<file path="config.mk">
export PLATFORM = sky130hd
export DESIGN_NAME = popcnt_seq_ctrl
export DESIGN_NICKNAME = d
export VERILOG_FILES = /design/src/rtl/npu_adder_pkg.sv /design/src/rtl/adder15_4.sv /design/src/rtl/popcnt_seq_ctrl.sv
export SDC_FILE = /design/constraint.sdc
export NUM_CORES = 1
export LEC_CHECK = 0
export BUFFER_PORTS_ARGS = -buffer_cell sky130_fd_sc_hd__buf_4
export CELL_PAD_IN_SITES_DETAIL_PLACEMENT = 1
export CELL_PAD_IN_SITES_GLOBAL_PLACEMENT = 1
export CORE_MARGIN = 2
export CORE_UTILIZATION = 38
export CTS_CLUSTER_SIZE = 8
export DETAILED_ROUTE_END_ITERATION = 16
export HOLD_SLACK_MARGIN = 0.06
export PLACE_DENSITY = 0.73
export REMOVE_ABC_BUFFERS = 1
export SYNTH_ARGS = -nofsm -noshare
export SYNTH_HDL_FRONTEND = slang
export SYNTH_SLANG_ARGS = --single-unit
</file>
<file path="constraint.sdc">
create_clock -name clk -period 15.3 [get_ports clk]
set_clock_uncertainty 0.1 [all_clocks]
set_input_delay 1.53 -clock clk [delete_from_list [all_inputs] [get_ports clk]]
set_output_delay 1.53 -clock clk [all_outputs]
set_load 0.01 [all_outputs]
</file>
<file path="src/rtl/npu_adder_pkg.sv">
// Shared constants, FSM state encoding and result-width helper for the
// sequential popcount controller.
package npu_adder_pkg;

  localparam int unsigned SLICE_W = 15;

  typedef enum logic [1:0] {
    IDLE = 2'd0,
    RUN  = 2'd1,
    DONE = 2'd2
  } state_t;

  function automatic int unsigned sum_width(input int unsigned nslice);
    return $clog2(SLICE_W * nslice + 1);
  endfunction

endpackage

</file>
<file path="src/rtl/adder15_4.sv">
// Combinational 15-input population count producing a 4-bit result.
module adder15_4 (
  input  logic [14:0] bits,
  output logic [3:0]  count
);

  always_comb begin
    count = '0;
    for (int unsigned i = 0; i < 15; i++) begin
      count = count + 4'(bits[i]);
    end
  end

endmodule

</file>
<file path="src/rtl/popcnt_seq_ctrl.sv">
// Sequential popcount: captures a job, feeds one 15-bit slice per cycle into
// a shared adder15_4 and accumulates, then holds the result until taken.
module popcnt_seq_ctrl
  import npu_adder_pkg::*;
#(
  parameter  int unsigned NSLICE = 4,
  localparam int unsigned SUM_W  = sum_width(NSLICE)
) (
  input  logic                      clk,
  input  logic                      reset,
  input  logic                      in_valid,
  output logic                      in_ready,
  input  logic [SLICE_W*NSLICE-1:0] in_data,
  output logic                      out_valid,
  input  logic                      out_ready,
  output logic [SUM_W-1:0]          out_sum,
  output logic                      busy
);

  localparam int unsigned IDX_W = (NSLICE > 1) ? $clog2(NSLICE) : 1;

  state_t                    state_q, state_nxt;
  logic [SLICE_W*NSLICE-1:0] job_q;
  logic [SUM_W-1:0]          acc_q;
  logic [IDX_W-1:0]          idx_q;
  logic [SLICE_W-1:0]        slice;
  logic [3:0]                slice_cnt;
  logic                      accept;
  logic                      last;

  assign accept = in_valid && in_ready;
  assign last   = (idx_q == IDX_W'(NSLICE - 1));
  assign slice  = SLICE_W'(job_q >> (SLICE_W * idx_q));

  adder15_4 u_adder (
    .bits  (slice),
    .count (slice_cnt)
  );

  always_ff @(posedge clk) begin
    if (reset) state_q <= IDLE;
    else       state_q <= state_nxt;
  end

  always_comb begin
    state_nxt = state_q;
    unique case (state_q)
      IDLE:    if (accept) state_nxt = RUN;
      RUN:     if (last) state_nxt = DONE;
      DONE:    if (out_ready) state_nxt = IDLE;
      default: state_nxt = IDLE;
    endcase
  end

  // in_ready is masked by reset so a held reset never advertises acceptance.
  always_comb begin
    in_ready  = (state_q == IDLE) && !reset;
    out_valid = (state_q == DONE);
    busy      = (state_q == RUN) || (state_q == DONE);
  end

  always_ff @(posedge clk) begin
    if (reset) begin
      job_q <= '0;
      acc_q <= '0;
      idx_q <= '0;
    end else begin
      unique case (state_q)
        IDLE: begin
          if (accept) begin
            job_q <= in_data;
            acc_q <= '0;
            idx_q <= '0;
          end
        end
        RUN: begin
          acc_q <= acc_q + SUM_W'(slice_cnt);
          idx_q <= last ? '0 : idx_q + 1'b1;
        end
        default: ;
      endcase
    end
  end

  assign out_sum = acc_q;

endmodule

</file>
* Word-level counts from Yosys, hierarchy flattened
Index checks and enable logic that the tools add are counted.
** Storage, ports and cells
- Register bits :: 70
- Latch bits :: 0
- Bits in writable memories :: 0
- ROM bits :: 0
- Bits of input ports :: 64
- Output and inout port bits :: 9
- Word-level logic and storage cells :: 46
- Memories kept :: 0
** Cells by class
- Add/sub/neg operators :: 16
- Multipliers :: 1
- Div/mod/pow operators :: 0
- $lt $le $gt $ge :: 0
- Equal/unequal tests :: 6
- Shift operators :: 1
- Mux-type cells :: 9
- Bitwise logic cells :: 0
- Reductions and logical operators :: 9
** Operators with widths (number)
- right shift 60 x 6 -> 15 bit :: 1
- adder 4 x 1 -> 4 bit :: 13
- one-hot mux 6 bit (2 select lines) :: 1
- two-way mux 2 bit :: 5
- adder 6 x 4 -> 6 bit :: 1
- multiplier 4 x 2 -> 6 bit (first input constant) :: 1
- two-way mux 6 bit :: 1
- one-hot mux 2 bit (3 select lines) :: 1
- == test 2 bit (second input constant) :: 2
- != test 2 bit (second input constant) :: 2
- one-hot mux 2 bit (2 select lines) :: 1
- AND reduction 2 bit :: 2
- AND reduction 3 bit :: 1
- adder 1 x 1 -> 2 bit :: 1
- adder 2 x 1 -> 2 bit (second input constant) :: 1
- == test 2 x 1 -> 1 bit (second input constant) :: 1
- logical AND 1 bit :: 2
- zero test 2 bit :: 1
- != test 2 x 1 -> 1 bit (second input constant) :: 1
- nonzero test 2 bit :: 1
- zero test 1 bit :: 1
- logical OR 1 bit :: 1

* Longest topological paths before layout
Gate-level depths: netlist (run 1).
- Depth after elaboration :: 18
- Gate-level depth with buffers :: 19
- Gate-level depth less buffers :: 18

* By module
Synthesis (run 1) repeated with hierarchy kept, for this count alone.
** Unflattened totals
- Cell total of the unflattened synthesis :: 387
- Area, all modules :: 3462.1 um2
** By module, submodules not included
- popcnt_seq_ctrl :: instances 1, cells an instance 351, area each 3136.8 um2, seq. area each 1401.3 um2
- adder15_4 :: instances 1, cells an instance 36, area each 325.3 um2, seq. area each 0.0 um2

* Worst setup path before layout (run 1)
OpenSTA, ideal clock, no wires.
- Path type :: reg-to-reg
- Start :: register idx_q[0]
- End :: register acc_q[3], in the netlist out_sum[3]
- Library setup time :: 70 ps
- Arrival :: 5224 ps
- Required time :: 15130 ps
- Path slack :: 9906 ps
- Stages on the path, launching flop included :: 17
- Buffers on the path :: 2
- Clock period less this slack :: 5394 ps
- Cells stage by stage :: dfxtp_1 > buf_4 > buf_4 > mux4_2 > ha_1 > fa_1 > fa_1 > fa_1 > fa_1 > ha_1 > fa_1 > xor2_1 > ha_1 > o21ai_0 > nor2_1 > or3_1 > a21oi_1
** Between the ends
- Cells in the longest elaborated chain, start to end :: 18
** RTL lines
- start: declaration :: line popcnt_seq_ctrl.sv:25 : logic [IDX_W-1:0] idx_q;
- start signal: assignment :: line popcnt_seq_ctrl.sv:78 : idx_q <= last ? '0 : idx_q + 1'b1;
- multiplier 4 x 2 -> 6 bit (*) :: line popcnt_seq_ctrl.sv:33 : assign slice = SLICE_W'(job_q >> (SLICE_W * idx_q));
- right shift 60 x 6 -> 15 bit (*) :: line popcnt_seq_ctrl.sv:33
- adder 1 x 1 -> 2 bit :: line adder15_4.sv:10 : count = count + 4'(bits[i]);
- adder 4 x 1 -> 4 bit (12 in series) :: line adder15_4.sv:10
- adder 4 x 1 -> 4 bit (*) :: line adder15_4.sv:10
- adder 6 x 4 -> 6 bit (*) :: line popcnt_seq_ctrl.sv:77 : acc_q <= acc_q + SUM_W'(slice_cnt);
- one-hot mux 6 bit (2 select lines) (*) :: line popcnt_seq_ctrl.sv:68 : unique case (state_q)
- end signal: assignment :: line popcnt_seq_ctrl.sv:77
- end: declaration :: line popcnt_seq_ctrl.sv:24 : logic [SUM_W-1:0] acc_q;
Every way passes the cells marked *; elsewhere a longest branch is shown, timed or not.
A chain may end at the register's enable or synchronous reset.

* Worst setup path after layout (run 1)
- Start :: register idx_q[0]
- End :: register acc_q[4], in the netlist out_sum[4]
The elaborated chain is that of the path after synthesis.

==> results of run 1 <==
how the worst min path moves through the flow:
stage          slack [ps]   endpoint  startpoint  depth (start not counted)
2_1_floorplan         360  job_q[30]   job_q[30]                          2
3_3_place_gp          370  job_q[33]   job_q[33]                          2
3_5_place_dp          380  job_q[43]   job_q[43]                          2
4_1_cts               390  job_q[43]   job_q[43]                          2
5_1_grt               410   job_q[8]    job_q[8]                          2
6_report              390  job_q[42]   job_q[42]                          2
routing by layer:
metal | GRT usage [%] | part of all wire (%)
met5 | 0 | 0
met4 | 5.08 | 1.2
met3 | 3.68 | 4.8
met1 | 22.6 | 47
met2 | 25.5 | 47
registers in the layout, summed over array words and instances (netlist names):
signal and cells:
state_q 2, idx_q 2, job_q 60, out_sum 6
cell usage after synthesis (all sizes together), types with 3 or more instances:
| library cell | count | share of area, % |
|---|---|---|
| buf | 13 | 4.4 |
| clkbuf | 13 | 1.2 |
| dfxtp | 70 | 35 |
| fa | 10 | 5.0 |
| ha | 15 | 4.7 |
| inv | 20 | 1.9 |
| mux2i | 5 | 1.3 |
| mux4 | 15 | 8.5 |
| nand2 | 125 | 19 |
| nand3b | 61 | 12 |
| nor2 | 9 | 0.85 |
| o21ai | 3 | 0.38 |
| or3 | 3 | 0.47 |
cell families (layout without fill, tap and decap cells):
kind of cell / after synthesis / in the layout / synth area share [%]
multiplexers: 20 / 20 / 9.76
AND/OR/NAND/NOR: 206 / 206 / 34.2
buffers and inverters: 46 / 110 / 7.49
flip-flops: 70 / 70 / 35.3
adder cells (fa/ha/maj): 25 / 25 / 9.76
AO/OA/AOI/OAI: 16 / 16 / 2.87
XOR/XNOR: 3 / 3 / 0.661
stage by stage:
stage | setup slack [ps] | std cells | cell area (sq um)
6_report | 9990 | 586 | 4680
3_5_place_dp | 9950 | 570 | 4480
2_1_floorplan | 9650 | 360 | 3750
3_3_place_gp | 10110 | 570 | 4480
4_1_cts | 9920 | 586 | 4680
5_1_grt | 9670 | 586 | 4680
layout make-up:
type	count	area, sq um
clock inverter	4	45.0
multi-input combinational	270	2270
inverter	20	75.1
fill	1173	5550
tap	136	170
sequential	70	1400
timing repair buffer	74	556
clock buffer	12	155
tightest hold or removal path: stages, from the launching register on:
cell and delay (ps):
dfxtp_1 310, nand3b_1 90, nand2_2 50
where the power goes:
part,switching (W),total [W],internal [W]
clock network,0.0000686,0.000152,0.0000835
registers,0.0000225,0.000242,0.000219
logic,0.000188,0.000351,0.000163
cell usage in the layout, fill, tap and decap left out:
cell and count:
a211oi_1 2, a21o_1 2, a21oi_1 2, a2bb2oi_1 1, a31oi_1 1, a32oi_1 2
and2_4 1, and3_1 1, and3b_1 1, buf_4 74, bufinv_16 1, clkbuf_1 1
clkbuf_8 11, clkinv_2 3, dfxtp_1 70, fa_1 10, ha_1 15, inv_1 20
mux2i_1 5, mux4_2 15, nand2_1 5, nand2_2 120, nand2b_2 2, nand3b_1 60
nand3b_4 1, nor2_1 9, nor2b_1 1, nor2b_4 1, nor3_1 1, o211ai_1 1
o21a_1 1, o21ai_0 2, o21ai_1 1, o221a_2 1, or3_1 3, xnor2_1 2
xor2_1 1
==> metrics.md, run 1 <==
| Metric | Value |
|---|---|
| Post-route DRC | `0` |
| Drt via density | `around 4.8` |
| Clock Tree Buf Depth | `2` |
| Seq/Total Area, Yosys | `roughly a third` |
| CP arrival | `between 5000 and 6000 ps` |
| Routed WL | `8.47 mm` |
| CP Cell Sequence | `buf_4 -> mux4_2 -> fa_1 -> fa_1 -> fa_1 -> fa_1 -> ha_1 -> fa_1 -> inv_1 -> fa_1 -> nor2b_1 -> o21a_1 -> o21ai_1 -> mux2i_1` |
| FF-to-FF Start | `idx_q[0]` |
| Initial antenna violation count | `0` |
| Worst setup SP type | `flop` |
| Synth warn | `0` |
| Finished Core Util | `45.7%` |
| Clock transition at path regs | `~80 ps` |
| DR iter-0 viols | `slightly below 90` |
| Nets | `roughly 530` |
| # port buffers | `72` |
| DR pass1 iterations | `4` |
| Status | `completed` |
| Crit share post-route | `between 30% and 40%` |
| Slew Limit Headroom | `between 30 and 40%` |
| Clock Latency Late Sink | `340 ps` |
| CP delay by family, top | `adder cells` |
| Overall Power | `around 0.00074 W` |
| Post-CTS Hold Fix Bufs | `0` |
| First-pass GRT wire length | `between 10 and 15 mm` |
| Ys async rst share | `0%` |
| Die Ht | `106 microns` |
| FP Rows | `37` |
| Worst Max-Slew Pin Slew | `between 900 and 1000 ps` |
| Synth unique cells | `37` |
| Sink Count | `70` |
| Max VDD drop | `roughly 71 uV` |
| CTS buffer count | `9` |
| CTS-repair resized insts | `0` |
| Initial Utilization | `~39%` |
| Stages on the worst setup path | `14` |
| Avg Inst Size Synth | `about 10 sq um` |
| Tot GR Track Use | `16.3%` |
| Share of cells above drive strength 1 | `a little over 50%` |
| Post-DP HPWL | `about 6.0 mm` |
| Fin. Hold Viols | `0` |
| Core area | `slightly above 10,000 sq um` |
| Synthesized area | `between 3000 and 4000 sq um` |
| Fin Hold WS | `about 390 ps` |
| Setup repair bufs after CTS | `0` |
| Area growth from synthesis to layout | `17.7%` |
| Final setup viols | `0` |
| Setup crit end | `out_sum[4]` |
| Gr ovfl total | `0` |
| Total number of vias | `2,822` |
| Die W | `between 100 and 150 microns` |
| ANT nets after route | `0` |
| Wire per inst | `approximately 14 microns` |
| Worst R2R Setup Slack | `around 10000 ps` |
| Crit-path max FO | `16` |
| Root buf cell | `clkbuf_8` |
| Reg2reg path depth | `14` |
| Critical Path RT | `around 15,000 ps` |
| Vias in the first global route | `about 3,000` |
| GPL Wtd Cong | `between 0.7 and 0.8` |
| Io pins | `73` |
| FF+latch count, synth | `70` |
| Cell count after synthesis | `around 390` |
| RSZ-0062 raised after global routing | `no` |
| Slew Limit Fails | `0` |
| CP max-delay cell | `mux4_2` |
| Largest net degree at the start of global routing | `74` |
| TritonCTS clock tree | `done` |
| Post-synth EDFFs | `0` |
| Critical path class | `reg2reg` |
| Buf/Inv on CP | `2` |
| Setup TNS Final | `0 ps` |
| Most used cell, CP | `fa_1` |
| Diodes inserted | `0` |
| Type of the worst min-delay path | `reg2reg` |
| Maxcap violations | `0` |
| Min Tclk post-route | `roughly 5300 ps` |
| Setup crit start | `idx_q[0]` |
| CTS H-tree lvls | `3` |
| Reg-to-reg endpoint | `out_sum[4]` |
| Standby leakage power | `around 2.1 nW` |
| Ys flop type | `dfxtp_1` |
| Crit. End Element | `flop` |
| Pwr dens | `roughly 160 nW/um^2` |
| Slowest Stage Delay on Critical Path | `approximately 560 ps` |
| Die ar. | `roughly 11,000 sq um` |
| Maximum clock rate | `between 150 and 200 MHz` |
Note: power is estimated with default switching activity, not from simulation.
==> inputs of run 2 (changes only) <==
--- a/config.mk
+++ b/config.mk
@@ -5,15 +5,16 @@
 export SDC_FILE = /design/constraint.sdc
 export NUM_CORES = 1
 export LEC_CHECK = 0
+export ABC_AREA = 1
 export BUFFER_PORTS_ARGS = -buffer_cell sky130_fd_sc_hd__buf_4
 export CELL_PAD_IN_SITES_DETAIL_PLACEMENT = 1
 export CELL_PAD_IN_SITES_GLOBAL_PLACEMENT = 1
 export CORE_MARGIN = 2
-export CORE_UTILIZATION = 38
+export CORE_UTILIZATION = 35
 export CTS_CLUSTER_SIZE = 8
 export DETAILED_ROUTE_END_ITERATION = 16
 export HOLD_SLACK_MARGIN = 0.06
-export PLACE_DENSITY = 0.73
+export PLACE_DENSITY = 0.76
 export REMOVE_ABC_BUFFERS = 1
 export SYNTH_ARGS = -nofsm -noshare
 export SYNTH_HDL_FRONTEND = slang
==> constraint.sdc (replaced) <==
create_clock -name clk -period 4.4 [get_ports clk]
set_clock_uncertainty 0.1 [all_clocks]
set_input_delay 0.44 -clock clk [delete_from_list [all_inputs] [get_ports clk]]
set_output_delay 0.44 -clock clk [all_outputs]
set_load 0.01 [all_outputs]
==> run 2 against run 1 <==
Compared with the run above: the flow now finishes with violations (setup timing); register-to-register slack worse by 11000 ps; routed wire length increased by 22%; sequential power grew to 3.5 times the previous value; maximum frequency rose by 6.6%.
==> metrics.md, run 2 <==
| Metric | Value |
|---|---|
| Share of cells above drive strength 1 | `27.5%` |
| Ys flop type | `dfxtp_1` |
| Nets | `roughly 640` |
| Synth unique cells | `22` |
| Area growth from synthesis to layout | `33.8%` |
| Diodes inserted | `0` |
| Worst Max-Slew Pin Slew | `630 ps` |
| Fin Hold WS | `roughly 180 ps` |
| Wire per inst | `roughly 15 microns` |
| Post-DP HPWL | `6.68 mm` |
| Ys async rst share | `0%` |
| Core area | `slightly below 10,000 sq um` |
| Gr ovfl total | `0` |
| Final setup viols | `5` |
| Drt via density | `a little under 5` |
| GPL Wtd Cong | `around 0.77` |
| Tot GR Track Use | `between 10% and 20%` |
| Failing checks | `setup timing` |
| Crit share post-route | `113%` |
| Initial Utilization | `between 30% and 40%` |
| RSZ-0062 raised after global routing | `yes` |
| Crit-path max FO | `13` |
| Fin. Hold Viols | `0` |
| Post-synth top area share | `between 40% and 50%` |
| DR iter-0 viols | `92` |
| Seq/Total Area, Yosys | `40.2%` |
| First-pass GRT wire length | `approximately 16 mm` |
| Adder-Cell Fraction of Synth Area | `between 10% and 20%` |
| Critical path class | `reg2reg` |
| FF+latch count, synth | `70` |
| Maxcap violations | `0` |
| Maximum clock rate | `~200 MHz` |
| Clock transition at path regs | `approximately 70 ps` |
| Die ar. | `10,800 sq um` |
| Largest net degree at the start of global routing | `between 60 and 70` |
| Post-route DRC | `0` |
| Vias in the first global route | `roughly 3,400` |
| Status | `complete, but fails checks` |
| Cell count after synthesis | `about 470` |
| Reg2reg path depth | `21` |
| Leading area contributor after synthesis | `dfxtp_1` |
| Worst setup SP type | `flop` |
| Pwr dens | `~920 nW/um^2` |
| Placed insts | `around 660` |
| Multiplexer share of the synthesized area | `0%` |
| Xor/xnor share of the synthesized area | `less than 1%` |
| Largest family of logic cells by synthesized area | `simple AND/OR/NAND/NOR gates` |
| FP Rows | `36` |
| Min-Delay Path Depth | `3` |
| Type of the worst min-delay path | `in2reg` |
| Routed WL | `approximately 10 mm` |
| Avg Inst Size Synth | `7.44 sq um` |
| Slew Limit Headroom | `58.0%` |
| CP arrival | `between 5000 and 6000 ps` |
| Post-synthesis compound-gate area fraction | `17.5%` |
| Die Ht | `104 microns` |
| ANT nets after route | `0` |
| Most flops, register | `job_q` |
| # port buffers | `slightly above 70` |
| Final Worst Setup Slack | `-584 ps` |
| Top post-synthesis cells by count | `nand2_1, dfxtp_1, a21oi_1` |
| Clock Tree Buf Depth | `2` |
| Overall Power | `roughly 0.0043 W` |
| Count leader, synth | `nand2_1` |
| Non-Filler Instances | `slightly below 700` |
| Placed cell areas | `4170 sq um` |
| CTS H-tree lvls | `3` |
| Synth top area cells | `dfxtp_1, nand2_1, a21oi_1` |
| Die W | `104 microns` |
| Fin area | `around 4700 sq um` |
| Most frequent cells in the layout | `nand2_1, buf_4, dfxtp_1, a21oi_1, inv_1` |
| Sink Count | `70` |
| Max VDD drop | `457 uV` |
| Crit. End Element | `flop` |
| Total number of vias | `between 3,000 and 4,000` |
| Post-synth EDFFs | `0` |
| Slew Limit Fails | `0` |
| Synthesized area | `between 3000 and 4000 sq um` |
| Most common cell after layout, fill and taps aside | `nand2_1` |
| Finished Core Util | `between 40% and 50%` |
| CTS buffer count | `9` |
| TritonCTS clock tree | `done` |
| DR pass1 iterations | `4` |
| Critical Path RT | `approximately 4500 ps` |
| Post-synthesis simple-gate area fraction | `between 20% and 30%` |
| Min Tclk post-route | `between 4000 and 5000 ps` |
| Standby leakage power | `about 2.2 nW` |
| Root buf cell | `clkbuf_8` |
| Synth warn | `0` |
| Max FFs per register | `60` |
| Io pins | `73` |
| Initial antenna violation count | `0` |
| Clock Latency Late Sink | `about 350 ps` |
[run 2: changes by cell type after synthesis, sizes merged, moves of 9 or more]
cell    before  now
inv         20   53
buf         13   24
a21oi        2   59
nand3        0   40
clkbuf      13    4
nand3b      61    0
mux4        15    0
nor2         9   20
o21ai        3   54
nand2      125  110
[run 2: layer usage]
metal	global-route usage, %	vias up	wire (microns)
met3	4.03	14	398
met4	5.60	0	196
li1	-	1687	-
met2	31.8	73	5260
met1	22.7	1579	4470
met5	0	-	0
[run 2: worst max-delay path, stage by stage (launching register included)]
cell	delay [ps]
dfxtp_2	340
inv_1	100
buf_4	260
a21oi_1	90
o21ai_0	160
nand2_1	170
fa_1	530
fa_2	550
fa_1	430
fa_1	540
ha_2	190
fa_2	450
buf_4	150
buf_6	110
ha_4	250
nand2_1	50
nand2_2	80
nand3_2	80
nand2_2	70
nand3_1	60
nand2_1	60
nor2_1	40
[run 2: cells by family (layout without fill, tap and decap cells)]
| family | after synthesis | in the layout |
|---|---|---|
| simple gates | 171 | 171 |
| compound gates | 120 | 120 |
| buf+inv | 81 | 169 |
| flops | 70 | 70 |
| fa+ha+maj | 25 | 25 |
| xor+xnor | 2 | 2 |
[run 2: timing repair]
item	in CTS	in global routing
hold buffers	0	0
setup endpoints to repair	5	5
pin swaps	10	12
buffers inserted	2	6
gates resized for setup	19	32
gates cloned	0	2
[run 2: stage by stage]
| stage | setup TNS, ps | setup WS [ps] |
|---|---|---|
| after floorplan | -5950 | -1250 |
| after global placement | -1950 | -509 |
| after detailed placement | -2750 | -679 |
| after CTS | -1460 | -370 |
| after global routing | -3260 | -747 |
| final | -2440 | -584 |
[run 2: where the power goes]
group	switching, W	internal, W
sequential	0.0000855	0.000769
clock	0.000250	0.000350
combinational	0.00149	0.00133
total	0.00183	0.00245
[run 2: final cells by class]
cell class	instances	area, sq um
clock buffer	11	151
clock inverter	5	81.3
fill	1246	5060
inverter	53	206
multi-input combinational	318	1820
sequential	70	1410
tap	133	166
timing repair buffer	100	831
[run 2: worst paths after layout]
path	start	to	slack (ps)
worst max-delay path	idx_q[1]	out_sum[5]	-580
worst min-delay path	in_data[15]	job_q[15]	180
worst max register to register	idx_q[1]	out_sum[5]	-580
worst min register to register	job_q[11]	job_q[11]	360
==> inputs of run 3 (changes only) <==
==> constraint.sdc (replaced) <==
create_clock -name clk -period 4.2 [get_ports clk]
set_clock_uncertainty 0.1 [all_clocks]
set_input_delay 0.42 -clock clk [delete_from_list [all_inputs] [get_ports clk]]
set_output_delay 0.42 -clock clk [all_outputs]
set_load 0.01 [all_outputs]
==> run 3 against run 2 <==
Compared with the run above: the flow still finishes with violations (setup timing); routed wire length down 0.77%; cell area shrank 0.67%; non-clock buffer count increased by 1; clock power fell by 16%; register-to-register slack got worse by 30 ps; maximum frequency increased by 3.6%; die area did not move; critical endpoint unchanged; sequential power is 4.4% higher.
==> metrics.md, run 3 (synthesis gave the netlist of run 2 again) <==
| Metric | Value |
|---|---|
| Status | `complete, but fails checks` |
| Failing checks | `setup timing` |
| Clock transition at path regs | `~80 ps` |
| Post-DP HPWL | `roughly 6.7 mm` |
| Max VDD drop | `about 590 uV` |
| Switching Fraction | `roughly 44%` |
| DR iter-0 viols | `85` |
| Fin area | `between 4000 and 5000 sq um` |
| ANT nets after route | `0` |
| Reg-to-reg endpoint | `out_sum[5]` |
| DR pass1 iterations | `4` |
| Die Ht | `roughly 100 microns` |
| Most common cell after layout, fill and taps aside | `nand2_1` |
| CP max-delay cell | `fa_1` |
| CTS H-tree lvls | `3` |
| Sink Count | `70` |
| Initial Utilization | `between 30% and 40%` |
| CTS buffer count | `9` |
| WHS Endpoint | `job_q[36]` |
| Filler Cells Inserted | `approximately 1,200` |
| Setup crit start | `idx_q[0]` |
| Nets | `642` |
| Die ar. | `10,800 sq um` |
| Comb pwr share | `69.6%` |
| Clock Latency Late Sink | `~360 ps` |
| Final Worst Setup Slack | `-612 ps` |
| FF-to-FF Start | `idx_q[0]` |
| Crit. End Element | `flop` |
| Reg2reg path depth | `19` |
| Crit share post-route | `115%` |
| Maxcap violations | `0` |
| Most frequent cells in the layout | `nand2_1, buf_4, dfxtp_1, a21oi_1, inv_1` |
| Diodes inserted | `0` |
| Slew Limit Headroom | `a little under three fifths` |
| FP Rows | `36` |
| Die W | `a little over 100 microns` |
| Post-CTS Hold Fix Bufs | `0` |
| Drt via density | `about 4.9` |
| Min-Delay Path Depth | `3` |
| CP delay by family, top | `adder cells` |
| TritonCTS clock tree | `done` |
| Clock Tree Buf Depth | `2` |
| Slowest Stage Delay on Critical Path | `between 500 and 600 ps` |
| Gr ovfl total | `0` |
| Area growth from synthesis to layout | `32.9%` |
| Post-route DRC | `0` |
| Register share of total power | `around a fifth` |
| Pre-CTS setup slack | `-908 ps` |
| # port buffers | `72` |
| Io pins | `73` |
| Footprint of the multi-input gates | `about 1900 sq um` |
| Core area | `9730 sq um` |
| HP Start | `in_data[36]` |
| Vias in the first global route | `about 3,500` |
| Wire per inst | `about 15 microns` |
| Clock power share | `10.9%` |
| Placed cell areas | `between 4000 and 5000 sq um` |
| Worst setup SP type | `flop` |
| Initial antenna violation count | `0` |
| Root buf cell | `clkbuf_8` |
| Critical path class | `reg2reg` |
| GPL Wtd Cong | `about 0.76` |
| Share of cells above drive strength 1 | `between 20% and 30%` |
| Worst Max-Slew Pin Slew | `about 660 ps` |
| Max FFs per register | `60` |
| RSZ-0062 raised after global routing | `yes` |
| Total number of vias | `~3,400` |
| Maximum clock rate | `slightly above 200 MHz` |
| Internal Pwr Total | `roughly 0.0026 W` |
| Routed WL | `~10 mm` |
| Finished Core Util | `between 40% and 50%` |
| Final setup viols | `5` |
| Worst R2R Setup Slack | `-610 ps` |
| Most flops, register | `job_q` |
| Fin. Hold Viols | `0` |
| Largest net degree at the start of global routing | `66` |
| P_sw | `a little over 0.002 W` |
| CP Cell Sequence | `o21ai_1 -> o22ai_2 -> ha_4 -> fa_1 -> fa_1 -> fa_1 -> fa_1 -> ha_2 -> fa_2 -> buf_4 -> buf_6 -> ha_4 -> nand2_2 -> nand2_2 -> nand3_2 -> nand2_2 -> nand3_2 -> nand2_1 -> nor2_1` |
| First-pass GRT wire length | `between 15 and 20 mm` |
| Type of the worst min-delay path | `in2reg` |
| Placed insts | `~670` |
| Tot GR Track Use | `between 10% and 20%` |
| Crit-path max FO | `7` |
| Reg area | `1410 sq um` |
| Pwr dens | `989 nW/um^2` |
| Most used cell, CP | `fa_1` |
| Standby leakage power | `~2.2 nW` |
| Slew Limit Fails | `0` |
| Buf/Inv on CP | `2` |
| Non-Filler Instances | `690` |
| Critical Path RT | `about 4400 ps` |
| Min Tclk post-route | `between 4000 and 5000 ps` |
| CP arrival | `between 4000 and 5000 ps` |
## run 3: cell count changes in the layout (fill, tap and decap cells not counted), sizes merged
| cell | previous run | this run |
|---|---|---|
| buf | 98 | 101 |
| bufinv | 2 | 0 |
| clkbuf | 13 | 12 |
| clkinv | 2 | 1 |
| clkinvlp | 1 | 2 |
## run 3: cell type report
cell class | count | area share, %
clock buffers | 12 | 3.35
clock inverters | 3 | 0.432
inverters | 53 | 4.40
multi-input cells | 318 | 40.0
flip-flops and latches | 70 | 30.4
well taps | 133 | 3.59
repair buffers | 101 | 17.8
## run 3: worst max path at each step
stage | to | cells past startpoint
global route | out_sum[4] | 20
finish | out_sum[5] | 19
global placement | out_sum[4] | 20
detailed placement | out_sum[4] | 20
floorplan | out_sum[4] | 20
CTS | out_sum[4] | 20
## run 3: repair_timing
action | 4_1_cts | 5_1_grt
pin swaps | 14 | 6
gates resized for setup | 39 | 22
endpoints found under the hold margin | 0 | 0
setup endpoints to repair | 5 | 5
gates cloned | 1 | 0
buffers inserted | 4 | 4
## run 3: metal layers
layer / vias to the layer above / global-route usage [%] / share of wire [%]
met3: 14 / 4.28 / 4.6
met4: 0 / 6.66 / 1.8
met2: 74 / 32.8 / 51
li1: 1691 / - / -
met1: 1604 / 23.3 / 43
met5: - / 0 / 0
## run 3: power by group through the flow
stage          registers, W  clock network, W  logic, W
6_report           0.000893          0.000501   0.00319
5_1_grt            0.000908          0.000543   0.00356
4_1_cts            0.000889          0.000511   0.00259
3_5_place_dp       0.000892                 0   0.00212
3_3_place_gp       0.000884                 0   0.00197
2_1_floorplan      0.000889                 0   0.00147
## run 3: stage by stage
stage          hold slack (ps)  total power [W]  TNS [ps]
2_1_floorplan              326          0.00236     -7150
6_report                   152          0.00458     -2620
4_1_cts                    146          0.00399     -2290
3_5_place_dp               352          0.00301     -3950
3_3_place_gp               337          0.00285     -2970
5_1_grt                    157          0.00501     -3510
## run 3: worst reg2reg max path, cell delays in order, from the launching register on
cell and delay, ps:
dfxtp_4 430, o21ai_1 120, o22ai_2 230, ha_4 250
fa_1 490, fa_1 530, fa_1 440, fa_1 530
ha_2 190, fa_2 450, buf_4 150, buf_6 120
ha_4 250, nand2_2 40, nand2_2 80, nand3_2 90
nand2_2 100, nand3_2 60, nand2_1 60, nor2_1 40
